--- src/rtl/rvfpm_pkg.sv ---
// Shared encodings and pipeline types for the rvfpm FP move paths.
package rvfpm_pkg;

  localparam logic [6:0] OPC_OP_FP  = 7'b1010011;
  localparam logic [6:0] F7_FMV_W_X = 7'b1111000;
  localparam logic [6:0] F7_FMV_X_W = 7'b1110000;
  localparam logic [2:0] F3_FMV     = 3'b000;

  // One in-flight FP register write.
  typedef struct packed {
    logic        valid;
    logic [4:0]  rd;
    logic [31:0] data;
  } fmv_stage_t;

endpackage

--- src/rtl/rvfpm_fmv_scoreboard.sv ---
// Per-register pending-write counters for the FMV.W.X path. A register is
// busy while at least one write to it is still travelling down the pipe,
// and an FMV.X.W reading a busy register is stalled at issue.
module rvfpm_fmv_scoreboard #(
  parameter int NUM_REGS        = 32,
  parameter int PIPELINE_STAGES = 4
) (
  input  logic                ck,
  input  logic                rst,
  input  logic                inc_valid,   // a write to inc_rd issues this edge
  input  logic [4:0]          inc_rd,
  input  logic                dec_valid,   // a write to dec_rd retires this edge
  input  logic [4:0]          dec_rd,
  input  logic                rd_req,      // enabled FMV.X.W with a legal source
  input  logic [4:0]          rd_idx,
  output logic [NUM_REGS-1:0] busy,
  output logic                stall
);

  localparam int CW = $clog2(PIPELINE_STAGES + 1);

  logic [CW-1:0]       count_q [NUM_REGS];
  logic [CW-1:0]       count_d [NUM_REGS];
  logic [NUM_REGS-1:0] inc_hit;
  logic [NUM_REGS-1:0] dec_hit;

  // Next counter values: issue and retire of the same register cancel out.
  always_comb begin
    // NOTE: every always_comb output gets a default before any branch so no
    // path leaves it unassigned, which would otherwise infer a latch.
    inc_hit = '0;
    dec_hit = '0;
    for (int r = 0; r < NUM_REGS; r++) begin
      count_d[r] = count_q[r];
      inc_hit[r] = inc_valid && (inc_rd == 5'(r));
      dec_hit[r] = dec_valid && (dec_rd == 5'(r));
      if (inc_hit[r] && !dec_hit[r]) begin
        count_d[r] = count_q[r] + CW'(1);
      end else if (dec_hit[r] && !inc_hit[r]) begin
        count_d[r] = count_q[r] - CW'(1);
      end
    end
  end

  // Counter state; reset clears every pending write.
  always_ff @(posedge ck) begin
    // NOTE: the counter array is small and must start from zero for busy to
    // mean anything, so every entry is reset rather than left undefined.
    if (rst) begin
      for (int r = 0; r < NUM_REGS; r++) count_q[r] <= '0;
    end else begin
      count_q <= count_d;
    end
  end

  // Busy flags and the FMV.X.W read-after-write stall.
  always_comb begin
    busy  = '0;
    stall = 1'b0;
    for (int r = 0; r < NUM_REGS; r++) begin
      busy[r] = (count_q[r] != '0);
      if (rd_idx == 5'(r)) stall = rd_req && busy[r];
    end
  end

endmodule

--- src/rtl/rvfpm_fmv_w_x_path.sv ---
// Integer-to-FP move path (FMV.W.X): decodes the offloaded instruction,
// carries rs1 data through PIPELINE_STAGES registers and emits one FP
// register-file write per retired instruction. The last pipeline register
// drives the write port directly.
// Optional macro RVFPM_FMV_CNT_EN adds a saturating retired-write counter.
module rvfpm_fmv_w_x_path
  import rvfpm_pkg::*;
#(
  parameter int NUM_REGS        = 32,
  parameter int PIPELINE_STAGES = 4
) (
  input  logic                ck,
  input  logic                rst,
  input  logic                enable,
  input  logic [31:0]         instruction,
  input  logic [31:0]         data_fromXReg,
  output logic                wr_valid,
  output logic [4:0]          wr_addr,
  output logic [31:0]         wr_data,
  output logic [NUM_REGS-1:0] busy,
  output logic                stall,
  output logic                illegal_rd
`ifdef RVFPM_FMV_CNT_EN
  , output logic [31:0]       fmv_retired_cnt
`endif
);

  localparam int LAST = PIPELINE_STAGES - 1;

  logic       dec_wx;
  logic       dec_xw;
  logic [4:0] dst_rd;
  logic [4:0] src_rs;
  logic       rd_legal;
  logic       rs_legal;
  logic       xw_req;
  logic       issue;
  logic       illegal_issue;
  logic       retire_valid;
  logic [4:0] retire_rd;
  logic       unused_rs1;

  fmv_stage_t stage_q [PIPELINE_STAGES];
  fmv_stage_t stage_d [PIPELINE_STAGES];
  fmv_stage_t feed    [PIPELINE_STAGES];
  logic       illegal_rd_q;
  logic       illegal_rd_d;

  // rs1 carries no meaning for either move; its value arrives on data_fromXReg.
  assign unused_rs1 = ^instruction[19:15];

  // Decode FMV.W.X (issue) and FMV.X.W (stall check only).
  always_comb begin
    dst_rd   = instruction[11:7];
    src_rs   = instruction[24:20];
    dec_wx   = (instruction[6:0] == OPC_OP_FP) && (instruction[31:25] == F7_FMV_W_X) &&
               (instruction[24:20] == 5'd0) && (instruction[14:12] == F3_FMV);
    dec_xw   = (instruction[6:0] == OPC_OP_FP) && (instruction[31:25] == F7_FMV_X_W) &&
               (instruction[14:12] == F3_FMV);
    rd_legal = int'(dst_rd) < NUM_REGS;
    rs_legal = int'(src_rs) < NUM_REGS;
    xw_req   = enable && dec_xw && rs_legal;
    issue         = enable && !stall && dec_wx && rd_legal;
    illegal_issue = enable && !stall && dec_wx && !rd_legal;
  end

  // Shift the pipe on enabled edges; the last entry keeps its address and
  // data when a bubble arrives so the write port holds its last value.
  always_comb begin
    feed[0].valid = issue;
    feed[0].rd    = dst_rd;
    feed[0].data  = data_fromXReg;
    for (int i = 1; i < PIPELINE_STAGES; i++) feed[i] = stage_q[i-1];
    for (int i = 0; i < PIPELINE_STAGES; i++) begin
      stage_d[i] = stage_q[i];
      if (enable) stage_d[i] = feed[i];
    end
    if (enable && !feed[LAST].valid) begin
      stage_d[LAST].valid = 1'b0;
      stage_d[LAST].rd    = stage_q[LAST].rd;
      stage_d[LAST].data  = stage_q[LAST].data;
    end
    retire_valid = enable && feed[LAST].valid;
    retire_rd    = feed[LAST].rd;
    illegal_rd_d = enable ? illegal_issue : illegal_rd_q;
  end

  // Pipeline and illegal-rd registers; reset discards in-flight writes.
  always_ff @(posedge ck) begin
    // NOTE: sequential state uses non-blocking assignments so every register
    // samples pre-edge values regardless of statement order.
    if (rst) begin
      for (int i = 0; i < PIPELINE_STAGES; i++) stage_q[i] <= '0;
      illegal_rd_q <= 1'b0;
    end else begin
      stage_q      <= stage_d;
      illegal_rd_q <= illegal_rd_d;
    end
  end

  assign wr_valid   = stage_q[LAST].valid;
  assign wr_addr    = stage_q[LAST].rd;
  assign wr_data    = stage_q[LAST].data;
  assign illegal_rd = illegal_rd_q;

  // A write is pending from issue until it moves into the write register.
  rvfpm_fmv_scoreboard #(
    .NUM_REGS        (NUM_REGS),
    .PIPELINE_STAGES (PIPELINE_STAGES)
  ) u_scoreboard (
    .ck        (ck),
    .rst       (rst),
    .inc_valid (issue),
    .inc_rd    (dst_rd),
    .dec_valid (retire_valid),
    .dec_rd    (retire_rd),
    .rd_req    (xw_req),
    .rd_idx    (src_rs),
    .busy      (busy),
    .stall     (stall)
  );

`ifdef RVFPM_FMV_CNT_EN
  logic [31:0] cnt_q;
  logic [31:0] cnt_d;

  // Count write-strobe cycles, saturating at all ones.
  always_comb begin
    cnt_d = cnt_q;
    if (wr_valid && (cnt_q != '1)) cnt_d = cnt_q + 32'd1;
  end

  // Retired-write counter register.
  always_ff @(posedge ck) begin
    if (rst) cnt_q <= '0;
    else     cnt_q <= cnt_d;
  end

  assign fmv_retired_cnt = cnt_q;
`endif

endmodule

--- config.mk ---
export PLATFORM = sky130hd
export DESIGN_NAME = rvfpm_fmv_w_x_path
export DESIGN_NICKNAME = d
export VERILOG_FILES = /design/src/rtl/rvfpm_pkg.sv /design/src/rtl/rvfpm_fmv_scoreboard.sv /design/src/rtl/rvfpm_fmv_w_x_path.sv
export SDC_FILE = /design/constraint.sdc
export NUM_CORES = 1
export LEC_CHECK = 0
export ABC_AREA = 0
export BUFFER_PORTS_ARGS = -buffer_cell sky130_fd_sc_hd__buf_2
export CAP_MARGIN = 0
export CORE_ASPECT_RATIO = 0.8
export CORE_UTILIZATION = 65
export CTS_BUF_LIST = sky130_fd_sc_hd__clkbuf_8
export CTS_CLUSTER_DIAMETER = 200
export DETAILED_ROUTE_END_ITERATION = 10
export PLACE_DENSITY = 0.95
export REMOVE_ABC_BUFFERS = 1
export SETUP_SLACK_MARGIN = 0.3
export SYNTH_ARGS = -nofsm -noshare
export SYNTH_HDL_FRONTEND = slang
export SYNTH_SLANG_ARGS = --single-unit
--- constraint.sdc ---
create_clock -name ck -period 6.9 [get_ports ck]
set_clock_uncertainty 0.2 [all_clocks]
set_input_delay 0.69 -clock ck [delete_from_list [all_inputs] [get_ports ck]]
set_output_delay 0.69 -clock ck [all_outputs]
set_load 0.05 [all_outputs]
==> qor.yml <==
outcome:
  status: "complete, no violations"
power:
  power_frac_comb_pct: 4.7
  leakagePower_nw: 5.91
  total_power_mw: 2.86
  p_sw_uw: 678
  seqPwrFrac_pct: 51.4
  power_density_nw_per_um2: 225
  ir_drop_mv: 0.206
  p_int_mw: 2.18
  pwr-share-clk_pct: 43.9
  p_sw_share_pct: 23.7
global_routing:
  busiest_layer: "met2"
  gr-usage-met1_pct: 37.1
  grt_pass1_vias: 8869
  antenna_found_initial: 0
  grtUsageTotal_pct: 29.9
  met3_usage_pct: 7.55
  grt_start_max_net_pins: 150
  grt-ovfl-total: 0
  grt_first_pass_wirelength_mm: 42.3
  use_met2_pct: 49.8
drt:
  ant_nets: 0
  wl_mm: 26.2
  via_count: 9091
  route.detailed.drc: 0
  avgViaCountPerCell: 5.79
  drt-pass1-iter-count: 6
  drt_iter0_markers: 699
  wl_per_cell_um: 16.7
setup_path:
  crit_required_ns: 6.01
  path_max_fanout: 3
  critPathLaunchType: "register"
  worstSetupPathType: "reg2out"
  end_kind: "output pin"
  rrSetupSlack_ns: 4.11
  critPathArrivalTime_ns: 3.06
timing:
  timing.fmax_mhz: 253
  period_needed_ns: 3.95
  whs_ns: 0.179
  hold_viol_final: 0
  slew_headroom_pct: 29.7
  drv_slew: 0
  fin_crit_sh_pct: 57.2
  worst_pin_slew_ns: 1.05
  fin_ws_ns: 2.95
  tns_ns: 0
  setup_viol: 0
  rsz0062_at_grt: "no"
synthesis:
  synthMuxAreaShare_pct: 13.4
  synth_area_sq_um: 11200
  synth_edf_count: 0
  synthXorXnorAreaFrac_pct: 5.01
  synth_seq_cells: 248
  synth_top_family_by_area: "simple AND/OR/NAND/NOR gates"
  synth-adder-area-share_pct: 9.30
  synthCells: 1208
  synthArstFlopShare_pct: 0
  ys_types: 50
  synth_compound_area_share_pct: 6.33
  synthSimpleGateAreaFrac_pct: 18.1
  seq_area_frac_synth_pct: 44.4
  ys_warn_count: 0
  avgSynthCellArea_sq_um: 9.26
  synth_flop_cell: "dfxtp_1"
place:
  dp_cells: 1503
  place_ws_ns: 2.61
  dpl_cell_area_sq_um: 11900
  place.gp.congestion: 0.847
  dp_hpwl_mm: 17.1
  port-buffer-count: 132
cts:
  cts_tree: "built"
  cts_hold_buf: 0
  post_cts_buffers: 0
  clockBufferDepth: 3
  cts_resized: 0
  htreeDepth: 2
  clockRootBuffer: "clkbuf_8"
  clk_pin_slew_worst_paths_ns: 0.07
  clkLatencyLatePin_ns: 0.55
  cts_sinks: 248
  numCtsBuffers: 38
cells_and_area:
  drive_gt1_share_pct: 14.8
  mostFrequentLayoutCells: "248 x dfxtp_1, 224 x nor2_1, 146 x mux2i_1"
  stdcell_count: 1569
  utilization_pct: 76.1
  area_growth_syn_to_layout_pct: 13.7
  stdcell_area_sq_um: 12700
  final_common_cell: "dfxtp_1"
  num_antenna_cells: 0
  nets: 1454
floorplanning:
  dieArea_sq_um: 17700
  io_pins: 139
  dieWidth_um: 149
  rows: 42
  fp.coreArea_sq_um: 16700
  die_h_um: 119
  start_util_pct: 67.0
hold_path:
  hold_path.class: "in2reg"
job:
  drv_cap: 0
-- synth_stat cells, drive strengths merged (2+ instances only) --
library cell,n,area (sq um)
a21oi,72,360
dfxtp,248,4960
o21ai,35,175
and3,2,12.5
nor2b,4,25.0
or4,6,52.6
nor2,226,853
and2,2,12.5
fa,32,641
nand3b,3,22.5
or3,61,382
nor4b,3,32.5
xor2,64,561
buf,26,109
mux2i,146,1460
a2111oi,2,36.3
nor4,5,31.3
o211a,3,30.0
nand3,5,25.0
clkbuf,35,131
ha,32,400
o31ai,2,15.0
nand4,3,18.8
nor3,7,35.0
nand2b,6,37.5
nand2,121,454
inv,38,143
a311oi,3,26.3
-- worst max-delay path: stages (launching register included) --
cell and delay, ns:
dfxtp_1 0.35, nor3_1 0.62, a2111oi_0 0.25, a311oi_1 0.32, nand3_1 0.12, a311oi_1 0.42, o22ai_1 0.19, buf_2 0.25
-- routing by layer --
metal	wire, um	vias up
met3	2330	73
met1	10600	4348
met4	691	0
li1	-	4282
met5	0	-
met2	12500	388
-- area by class of cell --
class	instances	area, sq um
clock buffer	48	661
clock inverter	18	129
fill	1071	4000
inverter	39	146
multi-input combinational	860	5840
sequential	248	4960
tap	220	275
timing repair buffer	136	703
-- sequential cells by signal, summed over array words and instances, names as in the netlist --
| register | count |
|---|---|
| wr_valid | 1 |
| u_scoreboard.count_q | 96 |
| wr_data | 32 |
| feed | 109 |
| wr_addr | 5 |
| retire_rd | 5 |
-- logic make-up after synthesis --
kind of cell,count (synthesis)
and+or+nand+nor,458
muxes,148
adders and majority gates,64
DFF,248
AOI/OAI and AO/OA,125
buffers and inverters,100
xor gates and xnor gates,64
other,1
-- power groups by stage --
stage | sequential, mW | clock (mW) | combinational [mW]
after floorplan | 1.50 | 0 | 0.0573
after global placement | 1.50 | 0 | 0.126
after detailed placement | 1.50 | 0 | 0.130
after CTS | 1.47 | 1.27 | 0.133
after global routing | 1.47 | 1.34 | 0.145
final | 1.47 | 1.25 | 0.135
-- worst paths after layout --
path / from / end / depth (start not counted)
setup / recovery: u_scoreboard.count_q[54] / stall / 7
hold / removal: data_fromXReg[3] / feed[79] / 3
setup reg to reg: retire_rd[1] / u_scoreboard.count_q[77] / 9
hold reg to reg: feed[19] / wr_data[19] / 2
Note: power is estimated with default switching activity, not from simulation.
